[src/rtl/mem_arbiter.sv]
// Two-requester arbiter/sequencer in front of a shared mem_system.
// Data port has priority; a starvation counter and a watchdog bound fetch and access latency.
module mem_arbiter #(
  parameter int unsigned MAX_WAIT = 4,
  parameter int unsigned TIMEOUT  = 64
) (
  input  logic        clk,
  input  logic        rst,
  input  logic        i_req,
  input  logic [15:0] i_addr,
  input  logic        d_req,
  input  logic        d_wr,
  input  logic [15:0] d_addr,
  input  logic [15:0] d_wdata,
  output logic        i_done,
  output logic [15:0] i_rdata,
  output logic        i_err,
  output logic        d_done,
  output logic [15:0] d_rdata,
  output logic        d_err,
  output logic [15:0] m_addr,
  output logic [15:0] m_wdata,
  output logic        m_rd,
  output logic        m_wr,
  input  logic [15:0] m_rdata,
  input  logic        m_done,
  input  logic        m_stall,
  input  logic        m_err
);

  localparam int unsigned StarveW = $clog2(MAX_WAIT + 1);
  localparam int unsigned TmoW    = $clog2(TIMEOUT + 1);

  localparam logic [StarveW-1:0] MaxWaitC = StarveW'(MAX_WAIT);
  localparam logic [TmoW-1:0]    TimeoutC = TmoW'(TIMEOUT);

  typedef enum logic [1:0] {
    StIdle,
    StBusyI,
    StBusyD
  } state_e;

  state_e              state_q, state_d;
  logic [StarveW-1:0]  starve_cnt_q, starve_cnt_d;
  logic [TmoW-1:0]     tmo_cnt_q, tmo_cnt_d;
  logic [15:0]         addr_q, addr_d;
  logic [15:0]         wdata_q, wdata_d;
  logic                wr_q, wr_d;

  logic idle;
  logic busy;
  logic timeout;
  logic complete;
  logic acc_err;
  logic starved;
  logic grant_d;
  logic grant_i;

  // Stall is informational only; completion is signalled by done/err.
  logic unused_stall;
  assign unused_stall = m_stall;

  assign idle     = (state_q == StIdle);
  assign busy     = (state_q == StBusyI) || (state_q == StBusyD);
  assign timeout  = (tmo_cnt_q == TimeoutC);
  assign complete = busy && (m_done || m_err || timeout);
  assign acc_err  = m_err || timeout;

  // Instruction port wins only once the data port has used up its allowance.
  assign starved  = i_req && (starve_cnt_q == MaxWaitC);
  assign grant_d  = idle && d_req && !starved;
  assign grant_i  = idle && !grant_d && i_req;

  always_comb begin
    state_d      = state_q;
    starve_cnt_d = starve_cnt_q;
    tmo_cnt_d    = tmo_cnt_q;
    addr_d       = addr_q;
    wdata_d      = wdata_q;
    wr_d         = wr_q;

    unique case (state_q)
      StIdle: begin
        if (!i_req) begin
          starve_cnt_d = '0;
        end
        if (grant_d) begin
          state_d   = StBusyD;
          addr_d    = d_addr;
          wdata_d   = d_wdata;
          wr_d      = d_wr;
          tmo_cnt_d = '0;
          if (i_req && (starve_cnt_q != MaxWaitC)) begin
            starve_cnt_d = starve_cnt_q + 1'b1;
          end
        end else if (grant_i) begin
          state_d      = StBusyI;
          addr_d       = i_addr;
          wdata_d      = '0;
          wr_d         = 1'b0;
          tmo_cnt_d    = '0;
          starve_cnt_d = '0;
        end
      end
      StBusyI, StBusyD: begin
        // Always return through IDLE so Rd/Wr drop for a cycle between accesses.
        if (complete) begin
          state_d = StIdle;
        end else begin
          tmo_cnt_d = tmo_cnt_q + 1'b1;
        end
      end
      default: begin
        state_d = StIdle;
      end
    endcase
  end

  always_ff @(posedge clk or negedge rst) begin
    if (!rst) begin
      state_q      <= StIdle;
      starve_cnt_q <= '0;
      tmo_cnt_q    <= '0;
      addr_q       <= '0;
      wdata_q      <= '0;
      wr_q         <= 1'b0;
    end else begin
      state_q      <= state_d;
      starve_cnt_q <= starve_cnt_d;
      tmo_cnt_q    <= tmo_cnt_d;
      addr_q       <= addr_d;
      wdata_q      <= wdata_d;
      wr_q         <= wr_d;
    end
  end

  // Outputs decode from registered state only, so reset clears them immediately.
  always_comb begin
    m_addr  = '0;
    m_wdata = '0;
    m_rd    = 1'b0;
    m_wr    = 1'b0;
    i_done  = 1'b0;
    i_rdata = '0;
    i_err   = 1'b0;
    d_done  = 1'b0;
    d_rdata = '0;
    d_err   = 1'b0;

    unique case (state_q)
      StBusyI: begin
        m_addr = addr_q;
        m_rd   = 1'b1;
        if (complete) begin
          i_done  = 1'b1;
          i_rdata = m_rdata;
          i_err   = acc_err;
        end
      end
      StBusyD: begin
        m_addr  = addr_q;
        m_wdata = wdata_q;
        m_wr    = wr_q;
        m_rd    = !wr_q;
        if (complete) begin
          d_done  = 1'b1;
          d_rdata = wr_q ? 16'h0000 : m_rdata;
          d_err   = acc_err;
        end
      end
      default: begin
      end
    endcase
  end

endmodule

[config.mk]
export PLATFORM = sky130hd
export DESIGN_NAME = mem_arbiter
export DESIGN_NICKNAME = d
export VERILOG_FILES = /design/src/rtl/mem_arbiter.sv
export SDC_FILE = /design/constraint.sdc
export NUM_CORES = 1
export LEC_CHECK = 0
export CAP_MARGIN = 20
export CORE_ASPECT_RATIO = 1.2
export CORE_MARGIN = 2
export CORE_UTILIZATION = 30
export CTS_CLUSTER_SIZE = 28
export DETAILED_ROUTE_END_ITERATION = 12
export DONT_BUFFER_PORTS = 1
export PLACE_DENSITY_LB_ADDON = 0.12
export SLEW_MARGIN = 0
export SYNTH_ARGS = -nofsm -noshare
export SYNTH_HDL_FRONTEND = slang
export SYNTH_SLANG_ARGS = --single-unit
[constraint.sdc]
create_clock -name clk -period 2.5 [get_ports clk]
set_clock_uncertainty 0.1 [all_clocks]
set_input_delay 0.5 -clock clk [delete_from_list [all_inputs] [get_ports clk]]
set_output_delay 0.5 -clock clk [all_outputs]
set_load 0.02 [all_outputs]
==> run summary, run 1 <==
CTS tree: built
CTS Root Cell: clkbuf_8
total power: 3.661 mW
ant diodes: 0
Tightest Hold Check Type: in -> reg
routed vias: 2,039
Post-Syn Area: 0.002628 sq mm
multi-input logic area: 0.001491 sq mm
number of synthesized flops with an enable pin: 0
Slew headroom: 0.6744
f_max: 414.2 MHz
synth top area cells: dfrtp_1 (43%), and2_1 (16%), mux2i_1 (6.1%), a22o_1 (5.7%), nand2_1 (4.1%)
first drt pass iteration count: 4
Mean Syn Cell Area: 9.452 sq um
Clock transition at path regs: 0.09 ns
Layout Nets: 365
drt initial violations: 53
syn nets: 357
register bit total from synthesis: 45
Max Cap Violations: 0
status: finished, final reports clean
Area growth syn-to-layout: 17.00%
Tmin final: 2.414 ns
Worst-Margin Slew: 0.4883 ns
Worst setup EP type: output port
I/O pin cnt: 142
row cnt: 37
Max VDD drop: 463.0 uV
number of vias per cell: 5.047
global-route wire length before repair: 9777 um
final worst-path cycle share: 0.9657
share of cells above drive strength 1: 0.2439
Data arrival, critical path: 1.81 ns
yosys warns: 0
core area: 0.008564 sq mm
final setup fails: 0
most common cell in the synthesized netlist: and2_1
fillcell total: 868
Fin Hold WS: 0.2118 ns
DIE AREA: 0.009526 sq mm
Placer Congestion: 0.7354
synth cell count leaders: and2_1 (68), dfrtp_1 (45), nand2_1 (29)
prevailing post-synth register cell: dfrtp_1
dpl cells: 390
residual DRC count: 0
Chip Height: 106.5 um
HPWL after DPL: 4252 um
Initial Utilization: 0.3068
fin. max-slew vios: 0
sequential share of the synthesized area: 0.4286
gr usage total: 0.1303
remaining global-route overflow: 0
Final Core Density: 0.3589
Leak: 1.351 nW
clock buffer depth: 2
vias in the first global route: 2,036
Yosys cell types: 38
Num CTS Buffers: 5
WL/cell: 15.20 um
startpoint types: flip-flop
initial antenna violation count: 0
power density over cell area: 1191 mW/mm^2
post-route insts no fill: 404
crit path kind: reg -> out
H-Tree Depth: 2
DIE WIDTH: 89.43 um
area leader, netlist: dfrtp_1
Reg area: 0.001126 sq mm
total wire length: 6139 um
largest net degree at the start of global routing: 50
antenna-violating nets left: 0
Buffers on Ports: 0
Cells after Synth: 278
Req. time, crit path: 1.90 ns
area share of the largest cell type after synthesis: 0.4286
Post-synth ARST share: 1.000
Final Hold Violating Endpoints: 0
peak fanout along the critical path: 8
CTS Sinks: 45
RSZ-0062 raised after global routing: yes
setup_tns: 0 ns
clock latency on the worst-skew pair: 0.29 ns
[final cells by class]
cell class | instances | area share
Clock inverter | 2 | 0.004884
Inverter | 10 | 0.01221
Sequential cell | 45 | 0.3663
Timing Repair Buffer | 18 | 0.06024
Multi-Input combinational cell | 206 | 0.4851
Tap cell | 117 | 0.04762
Clock buffer | 6 | 0.02361
[critical path: stages, from the launching register on]
cell	delay, ns
dfrtp_1	0.44
nor2_2	0.21
a41oi_4	0.17
buf_6	0.16
nor3_4	0.20
buf_6	0.16
and2_4	0.18
[cell families after synthesis]
family / count (synthesis) / synth area share
compound gates: 57 / 0.1695
fa+ha+maj: 7 / 0.03333
buf+inv: 27 / 0.04572
flops: 45 / 0.4286
mux: 16 / 0.06095
simple gates: 126 / 0.2619
[sequential cells by signal (all words and copies together) (netlist names)]
| name | cells |
|---|---|
| state_q | 2 |
| wr_q | 1 |
| wdata_q | 16 |
| starve_cnt_q | 3 |
| addr_q | 16 |
| tmo_cnt_q | 7 |
[layout by cell type (no fill, tap or decap), types with 3 or more instances in the layout]
| master | count |
|---|---|
| dfrtp_1 | 45 |
| and2_1 | 36 |
| nand2_1 | 29 |
| o21ai_1 | 20 |
| a22o_1 | 17 |
| and2_2 | 16 |
| and2_4 | 16 |
| mux2i_1 | 16 |
| buf_4 | 11 |
| nand3_1 | 7 |
| inv_1 | 6 |
| nor2_1 | 6 |
| ha_1 | 6 |
| nand4_1 | 5 |
| clkbuf_8 | 5 |
| inv_2 | 4 |
| buf_6 | 4 |
| o311ai_1 | 3 |
[report_power, final]
part	switching, mW	internal [mW]
clock	0.261	0.197
combinational	1.28	0.709
sequential	0.176	1.04
[layer usage]
metal	vias to the layer above	track usage	routed length, um
met4	0	0.03838	80
met2	99	0.2270	3020
met1	958	0.1611	2622
met3	6	0.02329	415
met5	-	0	0
li1	976	-	-
[stage by stage]
step                      worst slack [ns]  area (sq um)
after floorplan                     0.2787          2628
after global placement              0.1648          2801
after detailed placement           0.09690          2801
after CTS                        -0.008435          2994
after global routing              -0.02561          3074
final                              0.08569          3074
[worst paths after layout]
check / cells past startpoint / from / slack, ns / to
worst max-delay path: 6 / tmo_cnt_q[4] / 0.09 / d_rdata[3]
worst min-delay path: 1 / d_req / 0.21 / state_q[0]
worst max register to register: 7 / state_q[0] / 0.47 / tmo_cnt_q[3]
worst min register to register: 2 / addr_q[8] / 0.38 / addr_q[8]
max in group asynchronous: 2 / rst / 1.48 / wdata_q[3]
min in group asynchronous: 2 / rst / 0.61 / addr_q[13]
[what timing repair did]
item | CTS | global route
resized for setup | 36 | 28
endpoints found under the setup margin | 33 | 33
gates cloned | 1 | 0
hold buffers | 2 | 0
setup buffers | 0 | 3
pin swaps | 1 | 5
hold endpoints to repair | 45 | 0
(Power assumes the default switching activity.)
==> run 2, diff against run 1 <==
Settings changed: SLEW_MARGIN 0 to unset.
==> results of run 2 <==
No change in the layout: final DEF, timing and power equal those of run 1.
==> run 3, diff against run 2 <==
Settings changed: CORE_UTILIZATION 30 to 59.
==> run 3 against run 2 <==
Net effect:
- critical endpoint is now d_rdata[14]
- final cell count down 16%
- fmax up 0.65%
- count of clock-buffer cells in the layout unchanged
- sequential share of layout area up 2.3 points
- global-route usage up 9.2 points
- worst hold slack worse by 0.0044 ns
- worst setup slack better by 0.016 ns
- sequential power about the same
- register-to-register slack worse by 0.06 ns
- combinational power down 5%
- via count down 2.5%
- clock power down 4%
- critical path type unchanged
==> run summary, run 3 (synthesized netlist as in run 1, its figures left out) <==
Buffers on Ports: 0 (unchanged)
Tightest Hold Check Type: in -> reg (unchanged)
DIE WIDTH: 64.92 um (was 89.43 um)
CTS Root Cell: clkbuf_8 (unchanged)
total power: 3.553 mW (was 3.661 mW)
Area growth syn-to-layout: 10.19% (was 17.00%)
clock buffer depth: 2 (unchanged)
core area: 0.004262 sq mm (was 0.008564 sq mm)
DIE AREA: 0.005006 sq mm (was 0.009526 sq mm)
dpl cells: 329 (was 390)
worst path bufs/invs: 1 (was 2)
Clk pwr share: 0.124 (was 0.125)
global-route wire length before repair: 8728 um (was 9777 um)
Chip Height: 77.11 um (was 106.5 um)
most frequent cells in the layout: and2_1 (52), dfrtp_1 (45), nand2_1 (29), o21ai_1 (20), a22o_1 (17) (was dfrtp_1 (45), and2_1 (36), nand2_1 (29), o21ai_1 (20), a22o_1 (17))
routed vias: 1,988 (was 2,039)
post-route insts no fill: 339 (was 404)
startpoint types: flip-flop (unchanged)
Crit path max-delay family: simple AND/OR/NAND/NOR gates (unchanged)
Sw Ratio: 0.4678 (was 0.4680)
final worst-path cycle share: 0.9595 (was 0.9657)
total wire length: 5520 um (was 6139 um)
first drt pass iteration count: 4 (unchanged)
Final Hold Violating Endpoints: 0 (unchanged)
largest registers: addr_q (16), wdata_q (16), tmo_cnt_q (7) (unchanged)
initial antenna violation count: 0 (unchanged)
Worst-Margin Slew: 0.4289 ns (was 0.4883 ns)
Final Core Density: 0.6794 (was 0.3589)
RSZ-0062 raised after global routing: no (was yes)
number of vias per cell: 5.864 (was 5.047)
placed cell area: 0.002725 sq mm (was 0.002801 sq mm)
Placer Congestion: 0.8068 (was 0.7354)
Worst setup EP type: output port (unchanged)
Max VDD drop: 644.0 uV (was 463.0 uV)
I/O pin cnt: 142 (unchanged)
CTS tree: built (unchanged)
sequential share of power: 0.343 (was 0.332)
Initial Utilization: 0.6166 (was 0.3068)
status: finished, final reports clean (unchanged)
Tmin final: 2.399 ns (was 2.414 ns)
remaining global-route overflow: 0 (unchanged)
Layout Nets: 361 (was 365)
Num CTS Buffers: 5 (unchanged)
final setup fails: 0 (unchanged)
power density over cell area: 1227 mW/mm^2 (was 1191 mW/mm^2)
Worst path slowest cell: dfrtp_1 (unchanged)
largest net degree at the start of global routing: 46 (was 50)
Leak: 1.301 nW (was 1.351 nW)
ant diodes: 0 (unchanged)
Data arrival, critical path: 1.80 ns (was 1.81 ns)
antenna-violating nets left: 0 (unchanged)
Clock transition at path regs: 0.08 ns (was 0.09 ns)
CP Cell Sequence: nor2_1, a41oi_4, nor3_2, buf_4, and2_2 (was nor2_2, a41oi_4, buf_6, nor3_4, buf_6, and2_4)
row cnt: 26 (was 37)
Slew headroom: 0.7141 (was 0.6744)
Req. time, crit path: 1.90 ns (about the same)
Cell Int Power: 1.891 mW (was 1.948 mW)
vias in the first global route: 1,939 (was 2,036)
residual DRC count: 0 (unchanged)
final instance area: 0.002895 sq mm (was 0.003074 sq mm)
CTS Sinks: 45 (unchanged)
share of power burned in combinational logic: 0.534 (was 0.542)
HPWL after DPL: 3954 um (was 4252 um)
gr usage total: 0.2218 (was 0.1303)
fin. max-slew vios: 0 (unchanged)
number of post-CTS setup repair buffers: 0 (unchanged)
fillcell total: 368 (was 868)
peak fanout along the critical path: 16 (was 8)
setup_tns: 0 ns (unchanged)
share of cells above drive strength 1: 0.1625 (was 0.2439)
crit path kind: reg -> out (unchanged)
commonest non-fill, non-tap cell in the layout: and2_1 (was dfrtp_1)
f_max: 416.9 MHz (was 414.2 MHz)
crit-path max cell delay: 0.44 ns (about the same)
drt initial violations: 74 (was 53)
H-Tree Depth: 2 (unchanged)
clock latency on the worst-skew pair: 0.30 ns (was 0.29 ns)
Switch Pwr: 1.662 mW (was 1.713 mW)
WL/cell: 16.28 um (was 15.20 um)
Max Cap Violations: 0 (unchanged)
[run 3: cell count changes in the layout (fill, tap and decap cells not counted), moves of 2 or more]
cell / previous run / this run
and2_1: 36 / 52
and2_4: 16 / 0
buf_6: 4 / 1
inv_1: 6 / 8
inv_2: 4 / 2
nor2_1: 6 / 8
nor2_2: 2 / 0
[run 3: power groups by stage]
stage          combinational [mW]  clock, mW  sequential (mW)
2_1_floorplan                1.54          0             1.18
3_3_place_gp                 1.82          0             1.22
3_5_place_dp                 1.85          0             1.23
4_1_cts                      1.88      0.449             1.22
5_1_grt                      2.09      0.479             1.27
6_report                     1.90      0.439             1.22
[run 3: per-stage QoR]
step	setup WS [ns]	hold WS, ns
2_1_floorplan	0.2787	0.1044
3_3_place_gp	0.1986	0.1054
3_5_place_dp	0.1303	0.1054
4_1_cts	0.004325	0.2021
5_1_grt	0.01109	0.2004
6_report	0.1013	0.2075
[run 3: routing by layer]
metal,vias up,global-route usage,part of all wire
met3,7,0.04106,0.056
li1,967,-,-
met4,0,0.05745,0.012
met1,939,0.2599,0.40
met5,-,0,0
met2,75,0.4082,0.54
[run 3: layout make-up]
type                       instances  area, sq um  area share
multi-input combinational        206         1430      0.4939
sequential                        45         1126      0.3889
timing repair buffer              14        143.9     0.04970
clock buffer                       6        72.57     0.02506
tap                               56        70.07     0.02420
inverter                          10        37.54     0.01296
clock inverter                     2        15.01    0.005186
[run 3: path summary, 6_finish.rpt]
path	startpoint	endpoint	slack, ns	depth (start not counted)
min reg2reg	addr_q[4]	addr_q[4]	0.38	2
max	tmo_cnt_q[4]	d_rdata[14]	0.10	5
max in group asynchronous	rst	tmo_cnt_q[0]	1.48	2
min	d_req	state_q[0]	0.21	1
min in group asynchronous	rst	addr_q[7]	0.61	2
max reg2reg	state_q[0]	addr_q[14]	0.41	7
[run 3: what timing repair did]
action / CTS / global route
setup endpoints to repair: 17 / 34
resized for setup: 1 / 20
hold endpoints to repair: 45 / 0
pin swaps: 0 / 1
hold buffers: 2 / 0
